[src/rtl/humidity_pkg.sv]
// rtl/humidity_pkg.sv - shared types, defaults and helpers for the humidity sample scheduler
package humidity_pkg;

    typedef enum logic [1:0] {
        IDLE = 2'd0,
        REQ  = 2'd1,
        GAP  = 2'd2,
        DONE = 2'd3
    } state_t;

    localparam int HUM_MAX_DEFAULT = 100;

    // Number of bits needed to hold values 0..v-1 (minimum 1).
    function automatic int clog2(input int v);
        int r;
        r = 0;
        while ((1 << r) < v) r++;
        if (r == 0) r = 1;
        return r;
    endfunction

endpackage

[src/rtl/humidity_sample_sched_hum_avg4.sv]
// rtl/humidity_sample_sched_hum_avg4.sv - 4-tap moving average of good round results
//   clk, rst_n      clock, asynchronous active-low reset
//   clear           restart the window (fill count to zero)
//   in_valid/in_data    one good round result
//   out_valid/out_data  averaged result, one cycle after the 4th and later inputs; data held otherwise
module hum_avg4 (
    input  logic       clk,
    input  logic       rst_n,
    input  logic       clear,
    input  logic       in_valid,
    input  logic [7:0] in_data,
    output logic       out_valid,
    output logic [7:0] out_data
);

    logic [7:0] win [4];
    logic [2:0] fill;
    logic       pend;
    logic [9:0] sum;

    assign sum = {2'b00, win[0]} + {2'b00, win[1]} + {2'b00, win[2]} + {2'b00, win[3]};

    always_ff @(posedge clk or negedge rst_n) begin
        if (!rst_n) begin
            for (int i = 0; i < 4; i++) win[i] <= 8'd0;
            fill      <= 3'd0;
            pend      <= 1'b0;
            out_valid <= 1'b0;
            out_data  <= 8'd0;
        end else if (clear) begin
            fill      <= 3'd0;
            pend      <= 1'b0;
            out_valid <= 1'b0;
        end else begin
            out_valid <= 1'b0;
            if (in_valid) begin
                win[0] <= in_data;
                win[1] <= win[0];
                win[2] <= win[1];
                win[3] <= win[2];
                if (fill != 3'd4) fill <= fill + 3'd1;
            end
            // The window is full once this input lands on top of three earlier ones.
            pend <= in_valid && (fill >= 3'd3);
            if (pend) begin
                out_data  <= sum[9:2];
                out_valid <= 1'b1;
            end
        end
    end

endmodule

[src/rtl/humidity_sample_sched.sv]
// rtl/humidity_sample_sched.sv - round-robin humidity sensor poller reducing each round to its max
//   clk, rst_n   clock, asynchronous active-low reset
//   enable       run enable; low aborts any round and holds the period counter at 0
//   sns_req      one-hot request to the polled sensor; sns_ack/sns_data its response
//   hum_out      round result, held; hum_valid pulses on update
//   ch_fault     per-channel timeout/out-of-range flags
//   all_fault    pulse when a round ends with no good sample
//   overrun      sticky: a period tick hit a busy round
//   busy         high from round start to round end
//   Build option HUM_AVG_EN: hum_out becomes a 4-round moving average of good results.
module humidity_sample_sched
    import humidity_pkg::*;
#(
    parameter int N_CH    = 4,
    parameter int PERIOD  = 1000,
    parameter int TIMEOUT = 255,
    parameter int HUM_MAX = HUM_MAX_DEFAULT
) (
    input  logic            clk,
    input  logic            rst_n,
    input  logic            enable,
    output logic [N_CH-1:0] sns_req,
    input  logic            sns_ack,
    input  logic [7:0]      sns_data,
    output logic [7:0]      hum_out,
    output logic            hum_valid,
    output logic [N_CH-1:0] ch_fault,
    output logic            all_fault,
    output logic            overrun,
    output logic            busy
);

    localparam int GW = clog2(N_CH + 1);
    localparam int CW = clog2(N_CH);
    localparam int PW = clog2(PERIOD);
    localparam int TW = clog2(TIMEOUT + 1);
    localparam logic [7:0]      HMAX8 = 8'(HUM_MAX);
    localparam logic [N_CH-1:0] ONE   = N_CH'(1);

    logic [PW-1:0] per_cnt;
    logic          tick;
    state_t        state;
    logic [CW-1:0] ch;
    logic [TW-1:0] tcnt;
    logic [7:0]    rmax;
    logic [GW-1:0] good;
    logic [7:0]    res_data;
    logic          res_valid;

    assign tick = enable && (per_cnt == PW'(PERIOD - 1));

    always_ff @(posedge clk or negedge rst_n) begin
        if (!rst_n) begin
            per_cnt <= '0;
        end else if (!enable || tick) begin
            per_cnt <= '0;
        end else begin
            per_cnt <= per_cnt + 1'b1;
        end
    end

    always_ff @(posedge clk or negedge rst_n) begin
        if (!rst_n) begin
            state     <= IDLE;
            ch        <= '0;
            tcnt      <= '0;
            rmax      <= 8'd0;
            good      <= '0;
            sns_req   <= '0;
            busy      <= 1'b0;
            ch_fault  <= '0;
            all_fault <= 1'b0;
            overrun   <= 1'b0;
            res_data  <= 8'd0;
            res_valid <= 1'b0;
        end else begin
            res_valid <= 1'b0;
            all_fault <= 1'b0;
            if (tick && state != IDLE) overrun <= 1'b1;
            if (!enable) begin
                // Abandon the partial round; faults already recorded stay.
                state   <= IDLE;
                sns_req <= '0;
                busy    <= 1'b0;
                ch      <= '0;
                tcnt    <= '0;
            end else begin
                case (state)
                    IDLE: begin
                        if (tick) begin
                            state   <= REQ;
                            ch      <= '0;
                            tcnt    <= '0;
                            rmax    <= 8'd0;
                            good    <= '0;
                            busy    <= 1'b1;
                            sns_req <= ONE;
                        end
                    end
                    REQ: begin
                        tcnt <= tcnt + 1'b1;
                        // Ack is checked first so a response on the expiry cycle is kept.
                        if (sns_ack) begin
                            sns_req <= '0;
                            state   <= GAP;
                            if (sns_data <= HMAX8) begin
                                if (sns_data > rmax) rmax <= sns_data;
                                good         <= good + 1'b1;
                                ch_fault[ch] <= 1'b0;
                            end else begin
                                ch_fault[ch] <= 1'b1;
                            end
                        end else if (tcnt == TW'(TIMEOUT - 1)) begin
                            sns_req      <= '0;
                            state        <= GAP;
                            ch_fault[ch] <= 1'b1;
                        end
                    end
                    GAP: begin
                        if (ch == CW'(N_CH - 1)) begin
                            state <= DONE;
                        end else begin
                            ch      <= ch + 1'b1;
                            tcnt    <= '0;
                            sns_req <= ONE << (ch + 1'b1);
                            state   <= REQ;
                        end
                    end
                    DONE: begin
                        state <= IDLE;
                        busy  <= 1'b0;
                        if (good != '0) begin
                            res_data  <= rmax;
                            res_valid <= 1'b1;
                        end else begin
                            all_fault <= 1'b1;
                        end
                    end
                    default: state <= IDLE;
                endcase
            end
        end
    end

`ifdef HUM_AVG_EN
    logic avg_in_valid;

    // Feed the window on the DONE edge itself so the average lands one cycle after the raw result would.
    assign avg_in_valid = enable && (state == DONE) && (good != '0);

    hum_avg4 u_avg (
        .clk       (clk),
        .rst_n     (rst_n),
        .clear     (!enable),
        .in_valid  (avg_in_valid),
        .in_data   (rmax),
        .out_valid (hum_valid),
        .out_data  (hum_out)
    );
`else
    assign hum_out   = res_data;
    assign hum_valid = res_valid;
`endif

endmodule

[config.mk]
export PLATFORM = sky130hd
export DESIGN_NAME = humidity_sample_sched
export DESIGN_NICKNAME = d
export VERILOG_FILES = /design/src/rtl/humidity_pkg.sv /design/src/rtl/humidity_sample_sched_hum_avg4.sv /design/src/rtl/humidity_sample_sched.sv
export SDC_FILE = /design/constraint.sdc
export NUM_CORES = 1
export LEC_CHECK = 0
export ABC_AREA = 1
export CAP_MARGIN = 10
export CORE_UTILIZATION = 44
export DETAILED_ROUTE_END_ITERATION = 6
export MAX_ROUTING_LAYER = met4
export PLACE_DENSITY = 0.76
export SLEW_MARGIN = 20
export SYNTH_ARGS = -nofsm -noshare
export SYNTH_HDL_FRONTEND = slang
export SYNTH_SLANG_ARGS = --single-unit
[constraint.sdc]
create_clock -name clk -period 1.5 [get_ports clk]
set_clock_uncertainty 0.1 [all_clocks]
set_input_delay 0.3 -clock clk [delete_from_list [all_inputs] [get_ports clk]]
set_output_delay 0.3 -clock clk [all_outputs]
set_load 0.1 [all_outputs]
==> results.json <==
{
  "cts_root_buf": "clkbuf_8",
  "insertion_delay_ns": 0.32,
  "drtPass1Iterations": 4,
  "worst_pin_slew_ns": 0.353,
  "crit_path_max_fanout": 8,
  "p_leak_nw": 2.31,
  "max_freq_mhz": 544,
  "timing.final.hold_violations": 0,
  "drc": 0,
  "numPortBuffers": 31,
  "numCtsBuffers": 5,
  "maxSlewViolCount": 0,
  "start_util_pct": 45.6,
  "critPathLaunchType": "flop",
  "ant_nets": 0,
  "period_share_pct": 122,
  "die_area_sq_um": 6910,
  "vdd_drop_max_v": 0.00129,
  "outcome": "finished, violations left",
  "die_y_microns": 83.1,
  "total_power_mw": 7.14,
  "synthToLayoutAreaGrowth_pct": 60.1,
  "dp.cells": 521,
  "core_sq_um": 6350,
  "nNetsFinal": 510,
  "hp-class": "primary input to flop",
  "hold_slack_ns": 0.369,
  "finalSetupTns_ns": -7.18,
  "via_per_inst": 5.31,
  "wirelength_microns": 8710,
  "path_cells": "inv_2 -> ha_4 -> nand2_2 -> inv_2 -> nand4_1 -> nand2_1 -> nand2_2 -> nor2_4 -> buf_6 -> nand3_1 -> nand2_1",
  "setup_viol": 42,
  "antenna_found_initial": 0,
  "cts_sinks": 53,
  "fp.dieW_microns": 83.1,
  "fin_crit_ns": 1.84,
  "worst_setup_path_end_kind": "flop",
  "violations": "setup timing",
  "grt_pass1_vias": 3019,
  "gp_congestion": 0.846,
  "stdcell_area_sq_um": 4630,
  "p_per_area_nw_per_um2": 1540,
  "maxSlewHeadroom_pct": 76.3,
  "rows": 29,
  "grt_overflow": 0,
  "crit_required_ns": 1.67,
  "critPathKind": "flop to flop",
  "synth_nets": 392,
  "fin_cells": 554,
  "max_stage_delay_ns": 0.40,
  "synth-seq-area-share_pct": 45.8,
  "syn-instance-count": 358,
  "grt_max_degree": 54,
  "tritoncts": "yes",
  "crit_arrival_ns": 2.00,
  "preCtsSetupSlack_ns": -0.547,
  "critPathTopFamily": "simple AND/OR/NAND/NOR gates",
  "layout_setup_ws_ns": -0.337,
  "fin_util_pct": 72.9,
  "drive_gt1_share_pct": 38.8,
  "post_dp_cell_area_sq_um": 3930,
  "syn_area_sq_um": 2890,
  "vias": 2940,
  "diodes": 0,
  "detail_route.iter0.violations": 183,
  "wl_per_cell_microns": 15.7,
  "maxCapViolations": 0,
  "htreeDepth": 2,
  "grt_pass1_wl_microns": 13400,
  "ys_ff_latch": 53,
  "dpl.hpwl_microns": 4950,
  "io_pins": 32,
  "clk_pin_slew_ns": 0.09,
  "crit_buf_inv": 3,
  "cts.path.max_buffers": 2,
  "yosys.cell_types.count": 33,
  "ys.warnings.count": 0,
  "cpMaxStageDelayCell": "dfrtp_1",
  "grtUsageTotal_pct": 25.1,
  "rsz0062_at_grt": "true",
  "syn-mean-instance-area_sq_um": 8.08
}
[routing by layer]
layer,track usage [%],share of wire [%]
met5,-,0
met3,3.78,3.7
met2,45.4,54
met1,27.1,38
met4,11.1,4.2
[where the power goes]
part           internal [mW]  switching (mW)
sequential              1.69           0.236
combinational           1.74            2.43
clock                  0.545           0.498
total                   3.97            3.17
[synthesized netlist by cell type]
cell      instances  area share (%)
or2_1             2            0.43
o21bai_1          1            0.26
inv_2             3            0.39
nor2_2            2            0.43
nor2_4            1            0.39
buf_6             1            0.39
clkinv_1          1            0.13
a21oi_2           1            0.30
buf_2             1            0.17
nor3b_1           1            0.26
o211ai_1          1            0.26
clkinv_4          1            0.30
ha_1             22             9.5
clkbuf_1          1            0.13
nand2_4           1            0.39
nand4_1           5             1.1
xor2_1            4             1.2
nand3_4           1            0.61
nand3_1          25             4.3
a21o_1            1            0.26
nand2_2           3            0.65
a21oi_1          11             1.9
o21ai_0          14             2.4
inv_1            46             6.0
nand3_2           1            0.35
and2_1            1            0.22
nor3_1            5            0.86
nor2_1           23             3.0
dfrtp_1          53              46
nand2_1         103              13
buf_4             2            0.52
xnor2_1           2            0.61
o21ai_1          18             3.1
[cell type report]
type / instances / area (sq um)
sequential: 53 / 1330
multi-input combinational: 249 / 1680
fill: 374 / 1720
clock buffer: 7 / 86.3
timing repair buffer: 116 / 1210
tap: 77 / 96.3
clock inverter: 1 / 30.0
inverter: 51 / 208
[layout by cell type (no fill, tap or decap), types with 12 or more instances in the layout]
| master | n |
|---|---|
| nand2_1 | 86 |
| buf_4 | 73 |
| dfrtp_1 | 53 |
| inv_1 | 38 |
| buf_12 | 22 |
| o21ai_1 | 21 |
| nor2_1 | 18 |
| ha_1 | 14 |
| nand3_1 | 13 |
| nand2_2 | 12 |
[state kept, by name, summed over array words and instances, names as in the netlist, named ones only]
register,count
hum_out,8
tcnt,8
hum_valid,1
rmax,8
state,2
all_fault,1
good,3
sns_req,4
ch,2
per_cnt,10
overrun,1
busy,1
[kinds of logic (layout without fill, tap and decap cells)]
family	Yosys count	in the layout	synth area share, %
flip-flops	53	53	45.8
adder cells (fa/ha/maj)	22	22	9.51
AO/OA/AOI/OAI	47	47	8.52
AND/OR/NAND/NOR	174	174	26.3
XOR/XNOR	6	6	1.82
buffers and inverters	56	175	8.00
[final timing paths]
kind / to / cells after the start / start / slack, ns
setup / recovery: rmax[5] / 11 / state[1] / -0.34
hold / removal: rmax[1] / 5 / sns_data[1] / 0.37
setup reg to reg: rmax[5] / 11 / state[1] / -0.34
hold reg to reg: rmax[2] / 2 / rmax[2] / 0.40
max in group asynchronous: per_cnt[2] / 3 / rst_n / 0.66
min in group asynchronous: tcnt[1] / 3 / rst_n / 0.40
[what timing repair did]
item | 4_1_cts | 5_1_grt
resized for setup | 67 | 40
endpoints found under the setup margin | 47 | 48
endpoints found under the hold margin | 53 | 0
buffers inserted | 13 | 12
cloned | 1 | 0
hold buffers | 1 | 0
pin swaps | 18 | 26
[tightest hold or removal path, cell delays in order]
cell	delay (ns)
dlygate4sd2_1	0.26
nand2_1	0.07
inv_1	0.04
nand3_2	0.06
nand2_1	0.04
No activity file was read; power rests on OpenSTA's default activity.
